**src/rtl/lfsr_dec_pkg.sv**
```systemverilog
// Shared constants and types for the LFSR message decrypter: frame size,
// candidate tap patterns and the controller state encoding.
package lfsr_dec_pkg;

    localparam int MSG_LEN    = 64;
    localparam int NUM_PTRN   = 6;
    localparam int SRCH_STEPS = 6;

    localparam logic [4:0] TAP_PTRN [NUM_PTRN] = '{5'h1E, 5'h1D, 5'h1B, 5'h17, 5'h14, 5'h12};

    typedef enum logic [2:0] {
        IDLE,
        SEED,
        SEARCH,
        DECRYPT,
        DONE
    } state_t;

endpackage

```
**src/rtl/lfsr5_step.sv**
```systemverilog
// One step of the 5-bit keystream generator: shift left, feed back the
// parity of the tapped bits into bit 0.
module lfsr5_step (
    input  logic [4:0] i_state,
    input  logic [4:0] i_tap,
    output logic [4:0] o_next
);

    assign o_next = {i_state[3:0], ^(i_state & i_tap)};

endmodule

```
**src/rtl/lfsr_msg_decrypter.sv**
```systemverilog
// Recovers the LFSR seed and tap pattern from a known preamble, then decrypts
// the 64-byte frame one byte per cycle, stripping the preamble.
module lfsr_msg_decrypter
    import lfsr_dec_pkg::*;
(
    input  logic       clk,
    input  logic       reset,
    input  logic       init,
    input  logic [7:0] preamble,
    input  logic [7:0] pre_len,
    input  logic [7:0] encrypted_data [MSG_LEN],
    output logic [7:0] decrypted_data [MSG_LEN],
    output logic       done
);

    state_t     r_state;
    state_t     w_next_state;
    logic       w_clear;

    logic [4:0] r_seed;
    logic [2:0] r_p;
    logic [4:0] r_tap;
    logic [4:0] r_lfsr;
    logic [5:0] r_idx;
    logic       r_done;
    logic [7:0] r_dec [MSG_LEN];

    logic [4:0] w_target [SRCH_STEPS+1];
    logic [4:0] w_stage_next [SRCH_STEPS+1];
    logic [SRCH_STEPS-1:0] w_stage_ok;
    logic [4:0] w_srch_tap;
    logic       w_match;
    logic [4:0] w_lfsr_next;
    logic       w_in_msg;
    logic [5:0] w_wr_addr;
    logic       w_unused;

    assign w_unused   = ^preamble[7:5];
    assign w_srch_tap = TAP_PTRN[r_p];

    // Expected keystream values implied by the preamble.
    for (genvar g = 0; g <= SRCH_STEPS; g++) begin : g_target
        assign w_target[g] = encrypted_data[g][4:0] ^ preamble[4:0];
    end

    // Once every earlier step matched, L[g-1] equals its target, so each
    // stage can step from the target instead of chaining six steps in series.
    assign w_stage_next[0] = '0;
    for (genvar g = 1; g <= SRCH_STEPS; g++) begin : g_search
        lfsr5_step u_srch_step (
            .i_state (g == 1 ? r_seed : w_target[g-1]),
            .i_tap   (w_srch_tap),
            .o_next  (w_stage_next[g])
        );
        assign w_stage_ok[g-1] = (w_stage_next[g] == w_target[g]);
    end

    assign w_match = &w_stage_ok;

    lfsr5_step u_dec_step (
        .i_state (r_lfsr),
        .i_tap   (r_tap),
        .o_next  (w_lfsr_next)
    );

    assign w_in_msg  = ({2'b00, r_idx} >= pre_len);
    assign w_wr_addr = r_idx - pre_len[5:0];

    // NOTE: sequential state uses non-blocking assignments so every register
    // samples the pre-edge values regardless of statement order.
    always_ff @(posedge clk) begin
        if (reset) begin
            r_state <= IDLE;
        end else begin
            r_state <= w_next_state;
        end
    end

    // NOTE: every output of this block gets a default first, so no path
    // leaves a signal unassigned and no latch is inferred.
    always_comb begin
        w_next_state = r_state;
        w_clear      = 1'b0;
        if (init) begin
            w_next_state = IDLE;
            w_clear      = 1'b1;
        end else begin
            unique case (r_state)
                IDLE:    begin
                    w_next_state = SEED;
                    w_clear      = 1'b1;
                end
                SEED:    w_next_state = SEARCH;
                SEARCH:  begin
                    if (w_match) begin
                        w_next_state = DECRYPT;
                    end else if (r_p == 3'(NUM_PTRN-1)) begin
                        w_next_state = DONE;
                    end
                end
                DECRYPT: begin
                    if (r_idx == 6'(MSG_LEN-1)) begin
                        w_next_state = DONE;
                    end
                end
                DONE:    w_next_state = DONE;
                default: w_next_state = IDLE;
            endcase
        end
    end

    // NOTE: the output bytes are a register bank, not a RAM, so they take
    // the synchronous reset like any other flop.
    always_ff @(posedge clk) begin
        if (reset) begin
            r_seed <= '0;
            r_p    <= '0;
            r_tap  <= '0;
            r_lfsr <= '0;
            r_idx  <= '0;
            r_done <= 1'b0;
            for (int i = 0; i < MSG_LEN; i++) begin
                r_dec[i] <= 8'h00;
            end
        end else begin
            r_done <= (w_next_state == DONE);
            if (w_clear) begin
                for (int i = 0; i < MSG_LEN; i++) begin
                    r_dec[i] <= 8'h00;
                end
            end else begin
                unique case (r_state)
                    SEED: begin
                        r_seed <= w_target[0];
                        r_p    <= '0;
                    end
                    SEARCH: begin
                        if (w_match) begin
                            r_tap  <= w_srch_tap;
                            r_lfsr <= r_seed;
                            r_idx  <= '0;
                        end else begin
                            r_p <= r_p + 3'd1;
                        end
                    end
                    DECRYPT: begin
                        r_lfsr <= w_lfsr_next;
                        r_idx  <= r_idx + 6'd1;
                        if (w_in_msg) begin
                            r_dec[w_wr_addr] <= encrypted_data[r_idx] ^ {3'b000, r_lfsr};
                        end
                    end
                    default: ;
                endcase
            end
        end
    end

    assign decrypted_data = r_dec;
    assign done           = r_done;

endmodule

```
**config.mk**
```make
export PLATFORM = sky130hd
export DESIGN_NAME = lfsr_msg_decrypter
export DESIGN_NICKNAME = d
export VERILOG_FILES = /design/src/rtl/lfsr_dec_pkg.sv /design/src/rtl/lfsr5_step.sv /design/src/rtl/lfsr_msg_decrypter.sv
export SDC_FILE = /design/constraint.sdc
export NUM_CORES = 1
export LEC_CHECK = 0
export BUFFER_PORTS_ARGS = -buffer_cell sky130_fd_sc_hd__buf_4
export CAP_MARGIN = 15
export CORE_AREA = 2 2 403 405
export DETAILED_ROUTE_END_ITERATION = 6
export DIE_AREA = 0 0 405 407
export PLACE_DENSITY_LB_ADDON = 0.12
export SYNTH_ARGS = -nofsm -noshare
export SYNTH_HDL_FRONTEND = slang
export SYNTH_SLANG_ARGS = --single-unit
```
**constraint.sdc**
```tcl
create_clock -name clk -period 4.6 [get_ports clk]
set_clock_uncertainty 0.1 [all_clocks]
set_input_delay 0.69 -clock clk [delete_from_list [all_inputs] [get_ports clk]]
set_output_delay 0.69 -clock clk [all_outputs]
set_load 0.02 [all_outputs]
```
# Word level (Yosys, flattened, before mapping)
# Memory sizes are Yosys's and may differ from the RTL's.
# Cells that the tools add are included.
# totals
ff_bits,540
latch_bits,0
mem_bits_rw,0
mem_bits_ro,40
input_bits,531
out_inout_bits,513
wordCells,153
n_memories,1
# op_classes
n_addsub,3
mul,0
div_mod_pow,0
n_lt_le_gt_ge,5
n_eq_ne,15
n_shift,0
n_mux,21
bitwise,19
reduce_logical,18
# mem_list
memory,words,word_bits,read_ports,rd_ports_with_merged_regs,write_ports,line,rtl
(name not given),8,5,1,0,0,lfsr_msg_decrypter.sv:39,assign w_srch_tap = TAP_PTRN[r_p];
# ops
operator,n
bitwise mux 512 bit,1
binary-select mux 8 bit (select 6 bit),1
demux 8 bit (select 6 bit),1
bitwise AND 5 bit,7
XOR reduction 5 bit,7
XOR 5 bit,7
equality test 5 bit,6
2-to-1 mux 8 bit,3
2-to-1 mux 3 bit,5
2-to-1 mux 5 bit,3
one-hot mux 3 bit (5 select lines),1
">= comparator 7 bit, second input constant",2
inverter 6 -> 7 bit,2
one-hot mux 6 bit (2 select lines),1
one-hot mux 5 bit (2 select lines),1
"equality test 3 bit, second input constant",3
>= comparator 6 x 8 -> 1 bit,1
AND reduction 8 bit,1
XOR 8 x 5 -> 8 bit,1
"less-than comparator 7 x 1 -> 1 bit, second input constant",1
"adder 6 x 1 -> 6 bit, second input constant",1
"equality test 3 x 2 -> 1 bit, second input constant",2
"equality test 6 bit, second input constant",1
2-to-1 mux 6 bit,1
other kinds (16),21

# Longest topological paths before layout
# depth
word_depth,12
mapped_depth,18

# By module
# A second synthesis with hierarchy kept.
# hier_totals
hier_cells,2804
hier_area_um2,26223.9
# by_module_without_submodules
mod,instances,cells_per_inst,area_per_inst_um2,seq_area_each_um2
lfsr_msg_decrypter,1,2720,25602.1,10810.4
lfsr5_step,7,12,88.8,0.0

# Least setup slack after synthesis
# Ideal clock, no wire load.
# synth_path
path_kind,register to register
start,register r_idx[0]
end,register r_dec (netlist bit decrypted_data[280])
t_arrival_ns,3.480
path_slack_ns,0.950
path_stages_with_launch,19
synth_period_minus_slack_ns,3.650
path_cell_list,dfxtp_1 -> buf_6 -> buf_12 -> buf_8 -> buf_4 -> inv_1 -> ha_1 -> inv_1 -> fa_1 -> a21o_1 -> a21oi_2 -> xnor2_1 -> or3_1 -> buf_6 -> nor2_1 -> a21boi_1 -> clkbuf_1 -> o21ai_0 -> a21oi_1
# synth_via
elab_chain_cells,7
word_cells_on_any_way,15
classes_between,add/sub: 1; order compare: 3; mux: 6; bitwise: 3; reduce/logical: 2
# synth_rtl
item,line,rtl
"start, declared",lfsr_msg_decrypter.sv:24,logic [5:0] r_idx;
"start signal, assigned",lfsr_msg_decrypter.sv:148,r_idx <= r_idx + 6'd1;
subtractor 6 bit,lfsr_msg_decrypter.sv:67,assign w_wr_addr = r_idx - pre_len[5:0];
inverter 6 -> 7 bit (implied by the code),lfsr_msg_decrypter.sv:150,"r_dec[w_wr_addr] <= encrypted_data[r_idx] ^ {3'b000, r_lfsr};"
>= comparator 7 bit (implied by the code) / less-than comparator 7 x 1 -> 1 bit (equally long branches),lfsr_msg_decrypter.sv:150,
logical AND 1 bit (implied by the code),lfsr_msg_decrypter.sv:150,
2-to-1 mux 8 bit (implied by the code),lfsr_msg_decrypter.sv:150,
demux 8 bit (select 6 bit),lfsr_msg_decrypter.sv:150,
bitwise mux 512 bit,lfsr_msg_decrypter.sv:150,
"end signal, assigned by index",lfsr_msg_decrypter.sv:150,
"end, declared",lfsr_msg_decrypter.sv:26,logic [7:0] r_dec [MSG_LEN];
# Several ways; a longest one is shown, not always the timed one. The select of a mux whose other input is x is not followed.
# A chain may end at the register's enable or synchronous reset.

# Final worst setup path
# layout_path
start,register r_idx[0]
end,register r_dec (netlist bit decrypted_data[15])
# Same word-level chain as after synthesis.

==> impl_summary.txt <==
----------------------------------------------------
[Run status]
  Status ... finished, final reports clean

[Logic synthesis]
  Syn_area_per_cell ... 10.18 µm²
  Most instantiated flip-flop cell in the synthesis netlist ... sky130_fd_sc_hd__dfxtp_1
  Count of yosys warnings during synthesis ... 0
  Sequential-to-total area share from yosys stat ... 42.58%
  Top cells by area in the synthesized netlist ... sky130_fd_sc_hd__dfxtp_1 (43%), sky130_fd_sc_hd__mux4_2 (11%), sky130_fd_sc_hd__mux2i_1 (8.0%)
  Top-area cell type share of the netlist area ... a little over two fifths
  Synthesized cell area ... 25390 µm²
  Number of flops mapped to enable cells by yosys ... 0
  Post-synthesis net count ... 3039
  Async set-or-reset flop fraction in the synthesized netlist ... 0%
  Number of distinct library cells after synthesis ... 70
  Cell type with the largest total area after synthesis ... sky130_fd_sc_hd__dfxtp_1
  Number of storage elements in the synthesis netlist ... 540
  Number of instances in the synthesized netlist ... 2495

[Timing]
  Slew Limit Fails ... 0
  Transition at the pin with the smallest max-transition slack ... 1.110 ns
  Maximum clock frequency ... ~260 MHz
  Count of endpoints failing setup in the final report ... 0
  Relative max-transition margin ... 25.56%
  Final critical-path required period ... just under 4 ns
  Period utilization ... a little over four fifths
  Final Hold Fails ... 0
  RSZ-0062 raised after global routing ... false
  Total negative setup slack ... 0 ns

[Detailed routing]
  Via count ... about 24000
  Routed WL ... 152.4 mm
  First-pass detailed-route iteration total ... 5
  Average wire length per cell after detail routing ... ~27 µm
  Post-route DRC ... 0
  Antenna Violating Nets Remaining ... 0
  Via density per instance ... 4.206
  Iteration-0 DRC count of the detailed router ... about 1300

[Finish]
  Layout Cell Area excl Fill ... 38450 µm²
  Non-Filler Instances ... 5699
  Layout cells sized above 1 ... 41.97%
  Area growth from synthesis to final layout ... 51.44%
  Final design utilization ... between 20% and 30%
  # fillers ... 17392
  Nets@finish ... 4027
  Most used cells in the layout excluding fill and tap cells ... sky130_fd_sc_hd__buf_4 (1131), sky130_fd_sc_hd__dfxtp_1 (536), sky130_fd_sc_hd__a21oi_1 (330)
  Most common library cell in the layout ignoring fill and taps ... sky130_fd_sc_hd__buf_4

[Clock network]
  Number of buffers between clock root and the deepest sink ... 3
  Inserted Clock Buffers ... between 70 and 80
  Worst skew pair latency ... between 0.6 and 0.7 ns
  Clock slew seen by the registers of the worst setup and hold paths ... 0.06 ns
  Clock tree from TritonCTS ... done
  Post-CTS Setup Inserts ... 0
  H-tree depth ... 3
  Count of hold buffers inserted by post-cts repair ... 0
  CTS sink cnt ... 540
  Clock Root Buffer ... sky130_fd_sc_hd__clkbuf_16
  Number of gates resized after CTS ... 0

[Setup path]
  Register-to-Register Setup Slack ... 0.75 ns
  Endpoint of the worst-slack reg-to-reg timing path ... decrypted_data[15]
  Critical path arrival ... 4.30 ns
  Critical Path Start ... r_idx[0]
  Critical path capture point type ... flop
  Kind of start point of the critical path ... flop
  FF-to-FF path depth ... 13
  Worst reg2reg startpoint ... r_idx[0]
  Capturing instance or port of the critical path ... decrypted_data[15]
  Crit-path max FO ... 19
  Crit Path Category ... reg2reg
  Critical Path RT ... 5.05 ns

[GRT]
  Maximum number of pins on one net before global-route repair ... 117
  Overflow after GRT ... 0
  Met2 usage ... between 30% and 40%
  Overall track demand over capacity in global routing ... 17.76%
  Top Usage Layer GRT ... met2
  Vias in the first global route ... around 24000
  Global routing usage on met3 ... slightly above 4%
  First-pass GRT wire length ... 205.5 mm
  GR Util met1 ... 20.80%
  Number of antenna violations at the first check in global routing ... 29

[Floorplanning]
  Die width ... 405 µm
  Core Box Area ... 160200 µm²
  Count of pins on the block boundary ... roughly 1000
  Floorplan die area ... 164800 µm²
  Number of rows created at floorplan ... 147
  Die Ht ... 407 µm
  Initial core utilization ... 15.85%

[Run]
  Max cap viols ... 0

[Place]
  Post-DP HPWL ... roughly 120 mm
  Placed cells ... 5566
  Routability cong. ... 0.7709
  Number of buffers added on ports ... 1040
  Instance area after placement ... around 36000 µm²

[Power and ir drop]
  Leakage power figure ... 15.15 nW
  Share of total power in sequential cells ... between 40% and 50%
  Clock Power Share ... 49.6%
  Switching power as a share of total power ... 25.62%
  Switching component of the power ... roughly 2.9 mW
  Worst IR drop on VDD ... 239.7 µV
  Power per cell area ... 298.1 nW/µm²
  Internal power ... between 8 and 9 mW
  Final total power ... between 10 and 15 mW
  Relative contribution of combinational cells to total power ... a little under a tenth

[Worst hold path]
  Worst hold path cell count ... 3
  Worst min-delay path class ... in2reg

----------------------------------------------------
## final cells by class
| class | count | area [µm²] | area share (%) |
|---|---|---|---|
| tap | 2160 | 2703 | 7.029 |
| antenna | 3 | 7.507 | 0.01952 |
| timing repair buffer | 1156 | 8991 | 23.38 |
| multi-input combinational | 1693 | 13490 | 35.08 |
| inverter | 19 | 71.32 | 0.1855 |
| clock buffer | 112 | 2183 | 5.678 |
| clock inverter | 16 | 185.2 | 0.4816 |
| sequential | 540 | 10820 | 28.14 |
## worst min-delay path by stage
stage | startpoint | to | slack (ns)
2_1_floorplan | r_tap[4] | r_tap[4] | 0.33
3_3_place_gp | r_tap[4] | r_tap[4] | 0.34
3_5_place_dp | decrypted_data[172] | decrypted_data[172] | 0.34
4_1_cts | encrypted_data[504] | r_seed[0] | 0.19
5_1_grt | encrypted_data[504] | r_seed[0] | 0.24
6_report | encrypted_data[504] | r_seed[0] | 0.26
## power by group through the flow
stage | Combinational (mW) | Sequential [mW] | Clock, mW
final | 1.09 | 4.69 | 5.68
after detailed placement | 1.12 | 4.79 | 0
after CTS | 1.12 | 4.69 | 5.91
after floorplan | 0.483 | 4.79 | 0
after global placement | 1.11 | 4.79 | 0
after global routing | 1.17 | 4.68 | 6.08
## kinds of logic after synthesis
kind of cell / count (synthesis) / share of synthesized area [%]
adder cells (fa/ha/maj): 13 / 0.6702
XOR/XNOR: 85 / 3.469
buffers and inverters: 262 / 5.736
AO/OA/AOI/OAI: 794 / 18.74
flip-flops: 540 / 42.58
AND/OR/NAND/NOR: 456 / 8.107
multiplexers: 345 / 20.70
## registers in the layout, indices dropped and copies added, names as in the netlist
| signal | flops |
|---|---|
| r_state | 3 |
| r_tap | 5 |
| decrypted_data | 512 |
| r_seed | 5 |
| done | 1 |
| r_lfsr | 5 |
| r_p | 3 |
| r_idx | 6 |
## critical path: stages (launching register included)
cell and delay [ns]:
sky130_fd_sc_hd__dfxtp_4 0.35, sky130_fd_sc_hd__inv_1 0.15, sky130_fd_sc_hd__ha_1 0.20, sky130_fd_sc_hd__inv_1 0.05, sky130_fd_sc_hd__fa_1 0.43, sky130_fd_sc_hd__a21o_1 0.20
sky130_fd_sc_hd__a21oi_2 0.24, sky130_fd_sc_hd__xnor2_1 0.16, sky130_fd_sc_hd__or3_1 0.46, sky130_fd_sc_hd__buf_4 0.27, sky130_fd_sc_hd__nor2_1 0.40, sky130_fd_sc_hd__o21ai_0 0.44
sky130_fd_sc_hd__mux2i_1 0.26, sky130_fd_sc_hd__nor2_1 0.05
## per-stage QoR
step | hold slack, ns | setup slack (ns)
5_1_grt | 0.2444 | 0.4645
3_3_place_gp | 0.3385 | 0.4428
3_5_place_dp | 0.3430 | 0.4140
2_1_floorplan | 0.3256 | 0.9504
4_1_cts | 0.1863 | 0.6176
6_report | 0.2585 | 0.7472
## synth_stat cells, drive strengths merged, types with 2 or more instances
master and n:
dlygate4sd1 6, nand4 4, mux4 140, or2 16, nand3b 7, nor4 3
nor3 45, dfxtp 540, nor3b 6, o221a 2, nor2 252, a211oi 168
xnor3 5, xnor2 42, nand2b 4, a21oi 331, inv 19, a22oi 29
a22o 10, and2 4, or3 10, a221oi 16, o21ai 209, a21boi 7
or3b 5, buf 106, a211o 5, xor2 38, nand2 59, clkbuf 131
nor2b 12, o22ai 5, mux2i 204, and2b 2, a31oi 3, ha 12
nand3 18, and3 6
## routing by layer
metal | up-vias | share of wire (%)
met5 | - | 0.010
met4 | 2 | 1.6
met3 | 153 | 6.0
met2 | 842 | 52
met1 | 11793 | 40
li1 | 11181 | -
Note: power is estimated with default switching activity, not from simulation.
